File: src/rtl/tdc_echo_capture_pkg.sv
// Shared types and widths for the echo time-to-digital capture block.
package tdc_echo_capture_pkg;

   localparam int TDC_W  = 15;
   localparam int TCNT_W = 32;
   localparam int MISS_W = 16;
   localparam int CNT_W  = 16;
   localparam int AGR_W  = 5;

   typedef enum logic [1:0] {
      ST_IDLE       = 2'd0,
      ST_WAIT_START = 2'd1,
      ST_MEASURE    = 2'd2
   } state_e;

   function automatic logic [15:0] abs16(input logic signed [15:0] v);
      abs16 = (v < 16'sd0) ? -v : v;
   endfunction

   function automatic logic [MISS_W-1:0] sat_inc_miss(input logic [MISS_W-1:0] v);
      sat_inc_miss = (v == 16'hFFFF) ? v : v + 16'd1;
   endfunction

endpackage

File: src/rtl/tdc_echo_capture_rise_detect.sv
// Single-bit rising-edge detector: the edge is reported in the same cycle the input goes high.
module rise_detect
   import tdc_echo_capture_pkg::*;
(
   input  logic clk,
   input  logic resetn,
   input  logic d,
   output logic rise
);

   logic prev_q;
   logic prev_d;

   // Next value of the previous-sample register.
   always_comb begin
      prev_d = d;
   end

   // Previous-sample register.
   always_ff @(posedge clk) begin
      if (!resetn) begin
         prev_q <= 1'b0;
      end else begin
         prev_q <= prev_d;
      end
   end

   assign rise = d & ~prev_q;

endmodule

File: src/rtl/tdc_echo_capture.sv
// Measures tstart-to-echo intervals, filters them by agreement and publishes confirmed delays.
module tdc_echo_capture
   import tdc_echo_capture_pkg::*;
(
   input  logic              clk,
   input  logic              resetn,
   input  logic              enable,
   input  logic              tstart,
   input  logic              ch1,
   input  logic [14:0]       timeout,
   input  logic [14:0]       offset,
   input  logic [7:0]        tolerance,
   input  logic [3:0]        confirm_count,
   output logic [TDC_W-1:0]  tdc_data,
   output logic              tdc_data_flag,
   output logic [TCNT_W-1:0] tstart_count,
   output logic [MISS_W-1:0] miss_count,
   output logic              busy
);

   logic tstart_rise;
   logic ch1_rise;

   state_e             state_q,  state_d;
   logic [CNT_W-1:0]   cnt_q,    cnt_d;
   logic [AGR_W-1:0]   agree_q,  agree_d;
   logic [TDC_W-1:0]   cand_q,   cand_d;
   logic [TDC_W-1:0]   data_q,   data_d;
   logic               flag_q,   flag_d;
   logic [TCNT_W-1:0]  tcnt_q,   tcnt_d;
   logic [MISS_W-1:0]  miss_q,   miss_d;
   logic               busy_q,   busy_d;

   logic signed [15:0] diff_s;
   logic signed [15:0] dev_s;
   logic [TDC_W-1:0]   result_s;
   logic [AGR_W-1:0]   target_s;
   logic               close_s;
   logic [AGR_W-1:0]   new_agree_s;

   rise_detect u_tstart_rise (
      .clk    (clk),
      .resetn (resetn),
      .d      (tstart),
      .rise   (tstart_rise)
   );

   rise_detect u_ch1_rise (
      .clk    (clk),
      .resetn (resetn),
      .d      (ch1),
      .rise   (ch1_rise)
   );

   // cnt_q equals the cycles elapsed since the tstart rise, so it is the raw interval directly.
   assign diff_s   = $signed(cnt_q) - $signed({1'b0, offset});
   assign result_s = diff_s[15] ? {TDC_W{1'b0}} : diff_s[TDC_W-1:0];
   assign dev_s    = $signed({1'b0, result_s}) - $signed({1'b0, cand_q});
   assign close_s  = (agree_q != 5'd0) && (abs16(dev_s) <= {8'd0, tolerance});
   assign target_s = (confirm_count == 4'd0) ? 5'd1 : {1'b0, confirm_count};

   // Next-state, measurement and agreement logic.
   always_comb begin
      state_d     = state_q;
      cnt_d       = cnt_q;
      agree_d     = agree_q;
      cand_d      = cand_q;
      data_d      = data_q;
      flag_d      = 1'b0;
      miss_d      = miss_q;
      new_agree_s = 5'd0;
      if (tstart_rise) begin
         tcnt_d = tcnt_q + 32'd1;
      end else begin
         tcnt_d = tcnt_q;
      end
      if (!enable) begin
         state_d = ST_IDLE;
         cnt_d   = 16'd0;
         agree_d = 5'd0;
         cand_d  = {TDC_W{1'b0}};
      end else begin
         case (state_q)
            ST_IDLE: begin
               state_d = ST_WAIT_START;
            end
            ST_WAIT_START: begin
               if (tstart_rise) begin
                  state_d = ST_MEASURE;
                  cnt_d   = 16'd1;
               end else begin
                  state_d = ST_WAIT_START;
               end
            end
            ST_MEASURE: begin
               if (tstart_rise) begin
                  miss_d  = sat_inc_miss(miss_q);
                  agree_d = 5'd0;
                  cnt_d   = 16'd1;
               end else if (ch1_rise) begin
                  state_d = ST_WAIT_START;
                  cnt_d   = 16'd0;
                  cand_d  = result_s;
                  if (close_s) begin
                     new_agree_s = agree_q + 5'd1;
                  end else begin
                     new_agree_s = 5'd1;
                  end
                  if (new_agree_s >= target_s) begin
                     data_d  = result_s;
                     flag_d  = 1'b1;
                     agree_d = 5'd0;
                  end else begin
                     agree_d = new_agree_s;
                  end
               end else if (cnt_q >= {1'b0, timeout}) begin
                  miss_d  = sat_inc_miss(miss_q);
                  agree_d = 5'd0;
                  state_d = ST_WAIT_START;
                  cnt_d   = 16'd0;
               end else begin
                  cnt_d = cnt_q + 16'd1;
               end
            end
            default: begin
               state_d = ST_IDLE;
               cnt_d   = 16'd0;
            end
         endcase
      end
      busy_d = (state_d == ST_MEASURE);
   end

   // State and output registers.
   always_ff @(posedge clk) begin
      if (!resetn) begin
         state_q <= ST_IDLE;
         cnt_q   <= 16'd0;
         agree_q <= 5'd0;
         cand_q  <= {TDC_W{1'b0}};
         data_q  <= {TDC_W{1'b0}};
         flag_q  <= 1'b0;
         tcnt_q  <= 32'd0;
         miss_q  <= 16'd0;
         busy_q  <= 1'b0;
      end else begin
         state_q <= state_d;
         cnt_q   <= cnt_d;
         agree_q <= agree_d;
         cand_q  <= cand_d;
         data_q  <= data_d;
         flag_q  <= flag_d;
         tcnt_q  <= tcnt_d;
         miss_q  <= miss_d;
         busy_q  <= busy_d;
      end
   end

   assign tdc_data      = data_q;
   assign tdc_data_flag = flag_q;
   assign tstart_count  = tcnt_q;
   assign miss_count    = miss_q;
   assign busy          = busy_q;

endmodule

File: config.mk
export PLATFORM = sky130hd
export DESIGN_NAME = tdc_echo_capture
export DESIGN_NICKNAME = d
export VERILOG_FILES = /design/src/rtl/tdc_echo_capture_pkg.sv /design/src/rtl/tdc_echo_capture_rise_detect.sv /design/src/rtl/tdc_echo_capture.sv
export SDC_FILE = /design/constraint.sdc
export NUM_CORES = 1
export LEC_CHECK = 0
export CORE_MARGIN = 8
export CORE_UTILIZATION = 55
export DETAILED_ROUTE_END_ITERATION = 10
export GPL_ROUTABILITY_DRIVEN = 0
export MAX_ROUTING_LAYER = met4
export PLACE_DENSITY = 0.87
export SYNTH_ARGS = -nofsm -noshare
export SYNTH_HDL_FRONTEND = slang
export SYNTH_HIERARCHICAL = 1
export SYNTH_SLANG_ARGS = --single-unit
File: constraint.sdc
create_clock -name clk -period 14.3 [get_ports clk]
set_input_delay 2.145 -clock clk [delete_from_list [all_inputs] [get_ports clk]]
set_output_delay 2.145 -clock clk [all_outputs]
set_load 0.005 [all_outputs]
# After elaboration in Yosys (flattened, before gate mapping)
# Index checks and enable logic that the tools add are counted.
# op_classes
addsub	7
n_eq_ne	6
n_bitwise	10
magnitude_cmp	4
muxes	28
reduce_logical	13
# ops
op	n
16-bit 2-to-1 mux	9
16-bit one-hot mux with 3 select lines	1
5-bit 2-to-1 mux	9
16-bit by 1-bit adder with 16-bit output (second input constant)	2
32-bit by 1-bit adder with 32-bit output (second input constant)	1
16-bit == test (second input constant)	1
16-bit by 15-bit >= comparator with 1-bit output	1
16-bit by 8-bit <= comparator with 1-bit output	1
16-bit by 1-bit less-than comparator with 1-bit output (second input constant)	1
16-bit negator	1
15-bit by 15-bit subtractor with 16-bit output	1
16-bit subtractor	1
15-bit 2-to-1 mux	1
2-bit 2-to-1 mux	5
1-bit NOT	8
2-bit one-hot mux with 3 select lines	1
2-bit AND reduction	3
5-bit by 1-bit adder with 5-bit output (second input constant)	1
5-bit by 4-bit >= comparator with 1-bit output	1
5-bit AND reduction	1
5-bit nonzero test	1
5-bit OR reduction	1
2-bit == test (second input constant)	2
4-bit logical NOT	1
11 further kinds	13
# totals
output_inout_bits	65
register_bits	105
input_bits	47
word_cells	79

# Longest topological paths before layout
# depth
depth_word	16
depth_mapped	42

# By module
# The synthesis kept the hierarchy.
# modules_own_cells
module	cells_each	n_inst	area_per_inst_um2
tdc_echo_capture	1009	1	7671.1
rise_detect	3	2	40.0

# Worst setup path before layout
# OpenSTA, ideal clock, no wires.
# synth_timing
path_kind	in2reg
from	in offset[1]
to	reg data_q[10] (netlist: tdc_data[10])
arrival_ps	9675
setup_ps	72
t_required_ps	14228
setup_slack_ps	4553
cell_stages	41
cell_sequence	inv_1 ha_1 nor2b_1 o31a_1 o31ai_1 o211ai_1 a41oi_1 o21bai_1 a21oi_1 xor2_1 clkbuf_1 nor2_1 ha_1 clkbuf_1 a21o_1 a221oi_1 nor2_1 a41oi_1 [5 not listed] o21a_1 o21ai_0 nand2b_1 a21oi_1 o21ai_0 a221oi_1 nand3b_1 a211oi_2 and2_1 ha_1 nand2b_1 a21oi_1 nor2b_1 o21ai_0 nand2b_1 o211ai_4 buf_6 mux2i_1
# synth_between
elab_chain_len	14
# synth_lines
item	line	source
start, declared	tdc_echo_capture.sv:11	input logic [14:0] offset,
16-bit subtractor *	tdc_echo_capture.sv:56	assign diff_s = $signed(cnt_q) - $signed({1'b0, offset});
15-bit 2-to-1 mux *	tdc_echo_capture.sv:57	assign result_s = diff_s[15] ? {TDC_W{1'b0}} : diff_s[TDC_W-1:0];
net result_s[9]	tdc_echo_capture.sv:36	logic [TDC_W-1:0] result_s;
15-bit by 15-bit subtractor with 16-bit output *	tdc_echo_capture.sv:58	assign dev_s = $signed({1'b0, result_s}) - $signed({1'b0, cand_q});
16-bit negator or 16-bit by 1-bit less-than comparator with 1-bit output (tied branches)	tdc_echo_capture_pkg.sv:17	abs16 = (v < 16'sd0) ? -v : v;
16-bit 2-to-1 mux *	tdc_echo_capture_pkg.sv:17	
16-bit by 8-bit <= comparator with 1-bit output *	tdc_echo_capture.sv:59	assign close_s = (agree_q != 5'd0) && (abs16(dev_s) <= {8'd0, tolerance});
1-bit logical AND *	tdc_echo_capture.sv:59	
5-bit 2-to-1 mux *	tdc_echo_capture.sv:104	if (close_s) begin
5-bit 2-to-1 mux *	tdc_echo_capture.sv:100	end else if (ch1_rise) begin
5-bit 2-to-1 mux *	tdc_echo_capture.sv:96	if (tstart_rise) begin
5-bit 2-to-1 mux *	tdc_echo_capture.sv:83	case (state_q)
5-bit 2-to-1 mux *	tdc_echo_capture.sv:77	if (!enable) begin
5-bit by 4-bit >= comparator with 1-bit output *	tdc_echo_capture.sv:109	if (new_agree_s >= target_s) begin
5-bit AND reduction (no line) *	--	
end signal, assigned	tdc_echo_capture.sv:141	data_q <= {TDC_W{1'b0}};
end signal, assigned	tdc_echo_capture.sv:151	data_q <= data_d;
end, declared	tdc_echo_capture.sv:28	logic [TDC_W-1:0] data_q, data_d;
# Mark *: on every way through the listed nets, which the timed path passes. The rest lies on a longest branch. The select of a mux whose other input is x is not followed.
# A chain may end at the register's enable or synchronous reset.

# Worst setup path after layout
# layout_timing
from	in offset[1]
to	reg data_q[7] (netlist: tdc_data[7])
# Same word-level chain as after synthesis.

==> results by group <==
Run status
  – Status: finished, final reports clean

Setup path
  – Critical Path Max Stage Delay: around 0.80 ns
  – Cell mode on critical path: a21oi_1
  – Critical path arrival: about 12 ns
  – Crit path launch type: primary input
  – Critical Path Slowest Stage Cell: xor2_1
  – Setup crit end kind: register
  – Req. time, crit path: ~15 ns
  – Critical path peak fanout: 16
  – WS Path Type: in -> reg

Synth
  – Mapped Area: 0.00775 mm2
  – Seq/Total Area, Yosys: a little over a quarter
  – Synth Instances: approximately 1.0k
  – Ys Warns: 6
  – Synth unique cells: 74
  – Syn Area/Cell: 7.64 um2
  – FFs w/ async S/R, synth: 0%
  – Syn_nets: between 1k and 1.5k
  – Flops & latches, synth: roughly 110
  – Number of enable flip-flop cells after synthesis: 0
  – Top FF cell, synth: dfxtp_1

Die
  – Starting Density: a little under three fifths
  – Die footprint: about 0.018 mm2
  – # rows: between 40 and 50
  – Die width: 135 um
  – Io pins: approximately 110
  – Die height: between 100 and 150 um
  – Area of the core: around 0.014 mm2

Timing
  – Total negative slack: 0 ns
  – Final Cycle Share: approximately four fifths
  – Setup Skew: ~0.0058 ns
  – Max Clock Freq: just under 0.09 GHz
  – Minimum clock period: about 11 ns
  – Headroom to the max-slew limit: between 20% and 30%
  – Slew @ Worst Pin: between 1 and 1.5 ns
  – Final hold vios: 0
  – Final Max Slew Viols: 0
  – Final setup vio count: 0
  – Min Hold Slack: about 0.46 ns
  – RSZ-0062 raised after global routing: no

Detailed routing
  – DRC: 0
  – Final WL: between 15000 and 20000 um
  – 1st-pass router iterations: 7
  – Drt wl/cell: about 15 um
  – Antenna viol nets, final: 0
  – Drt initial violations: between 600 and 700
  – Vias post-DR: around 7.4k
  – Vias/cell: between 5 and 6

Finish
  – Ant diodes: 0
  – Fin nets: between 1k and 1.5k
  – # fillers: roughly 1.1k
  – Core Util, Final: between 60% and 70%
  – Layout cells sized above 1: 3.53%
  – Area grow syn2layout: 19.2%

Worst hold path
  – Min-Delay Path Class: reg -> reg

Clock tree
  – Resized cells post-CTS: 0
  – Hold-fix buffers, CTS: 0
  – Post-CTS Setup Inserts: 0
  – Maximum clock insertion buffer count: 2
  – Root buffer cell: clkbuf_16
  – Clock transition at path regs: about 0.07 ns
  – CTS buffer count: 9
  – Htree depth: 3
  – Clock Latency Late Sink: 0.35 ns
  – Sink Count: around 110
  – CTS tree: built

Global route
  – First-pass GRT wire length: between 30000 and 40000 um
  – Total GRT Usage: 21.3%
  – Total gr overflow: 0
  – Number of global-route vias before repair: slightly below 7k
  – Largest net degree at the start of global routing: between 40 and 50
  – Initial antenna violation count: 0

Pwr
  – P_leak: around 0.0039 uW
  – Worst VDD drop: about 75 uV
  – Power Density: between 60 and 70 mW/mm2

Flow run
  – Max-Cap Viols: 0

Place
  – Hpwl dp: 14600 um
  – I/O Buffers: 111
## registers in the layout, summed over array words and instances, names as in the netlist
register	flops
tdc_data_flag	1
agree_q	5
miss_count	16
u_ch1_rise/prev_q	1
busy	1
state_q	2
tstart_count	32
u_tstart_rise/prev_q	1
tdc_data	15
cand_q	15
cnt_q	16
## Yosys cell counts (17+ instances only)
master,instances,area share [%]
a21oi_1,72,4.6
xnor2_1,22,2.5
xor2_1,36,4.1
and3_1,24,1.9
nor2_1,82,4.0
dfxtp_1,105,27
mux2i_1,20,2.6
a21o_1,22,2.1
nand3_1,39,2.5
inv_1,75,3.6
o21ai_0,57,3.7
nand2_1,129,6.2
ha_1,67,11
clkbuf_1,35,1.7
nand2b_1,17,1.4
## layout make-up
cell class,count,area [um2],area share (%)
clock buffer,9,225,2.44
clock inverter,7,76.3,0.826
inverter,75,282,3.05
multi-input combinational,795,5200,56.3
sequential,105,2100,22.7
tap,180,225,2.44
timing repair buffer,113,1130,12.2
## worst paths after layout
kind / from / endpoint / slack (ns) / cells after the start
worst max-delay path: offset[1] / tdc_data[7] / 2.82 / 38
worst min register to register: cand_q[10] / cand_q[10] / 0.46 / 2
worst min-delay path: cand_q[10] / cand_q[10] / 0.46 / 2
worst max register to register: cnt_q[1] / tdc_data[7] / 4.75 / 36
## routing by layer
| layer | GRT usage, % | up-vias | part of all wire (%) |
|---|---|---|---|
| li1 | - | 3763 | - |
| met1 | 27.2 | 3408 | 46 |
| met2 | 33.8 | 229 | 45 |
| met3 | 2.90 | 31 | 7.3 |
| met4 | 7.55 | 0 | 2.0 |
| met5 | - | - | 0 |
## power by group
group | switching, uW | leakage (uW) | internal, uW
Clock | 118 | 0.000148 | 137
Combinational | 23.2 | 0.00292 | 22.6
Sequential | 1.15 | 0.000846 | 293
## critical path, delay by kind of cell
family                   cells  cell delay [ns]
buffers and inverters        2             0.57
adder cells (fa/ha/maj)      4             1.41
multiplexers                 1             0.26
AND/OR/NAND/NOR             10             1.32
XOR/XNOR                     2             0.96
AO/OA/AOI/OAI               19             5.10
## through the flow
step	cell area, um2	cells	total power (uW)	setup slack, ns
finish	9240	1284	595	2.82
CTS	9240	1284	599	2.98
global route	9240	1284	615	1.83
global placement	8940	1268	346	3.05
detailed placement	8940	1268	347	2.64
floorplan	7750	1015	326	4.55
## cells by family after synthesis
logic type                 count (synthesis)  share of synthesized area, %
buffers and inverters                    115                          5.73
xor gates and xnor gates                  58                          6.55
muxes                                     21                          2.73
DFF                                      105                          27.1
AOI/OAI and AO/OA                        249                          21.3
adders and majority gates                 69                          11.3
and+or+nand+nor                          398                          25.2
## cell usage in the layout (no fill, tap or decap), types with 6 or more instances in the layout
| master | synthesis | final |
|---|---|---|
| dfxtp_1 | 105 | 105 |
| mux2i_1 | 20 | 20 |
| o31ai_1 | 13 | 13 |
| or3_1 | 14 | 14 |
| o21ai_0 | 57 | 57 |
| or4_1 | 10 | 10 |
| xnor2_1 | 22 | 22 |
| nand2_1 | 129 | 129 |
| nor3_1 | 16 | 16 |
| clkdlybuf4s50_1 | 0 | 111 |
| and3_1 | 24 | 24 |
| a211oi_1 | 8 | 8 |
| nand3_1 | 39 | 39 |
| xor2_1 | 36 | 36 |
| a21o_1 | 22 | 22 |
| and2_1 | 12 | 12 |
| ha_1 | 67 | 67 |
| nor4_1 | 10 | 10 |
| nand2b_1 | 17 | 17 |
| clkbuf_16 | 0 | 9 |
| inv_1 | 75 | 75 |
| nor2_1 | 82 | 82 |
| a21oi_1 | 72 | 72 |
| o21a_1 | 10 | 10 |
| a31oi_1 | 6 | 6 |
| nor2b_1 | 14 | 14 |
| nand4_1 | 8 | 8 |
Note: power is estimated with default switching activity, not from simulation.
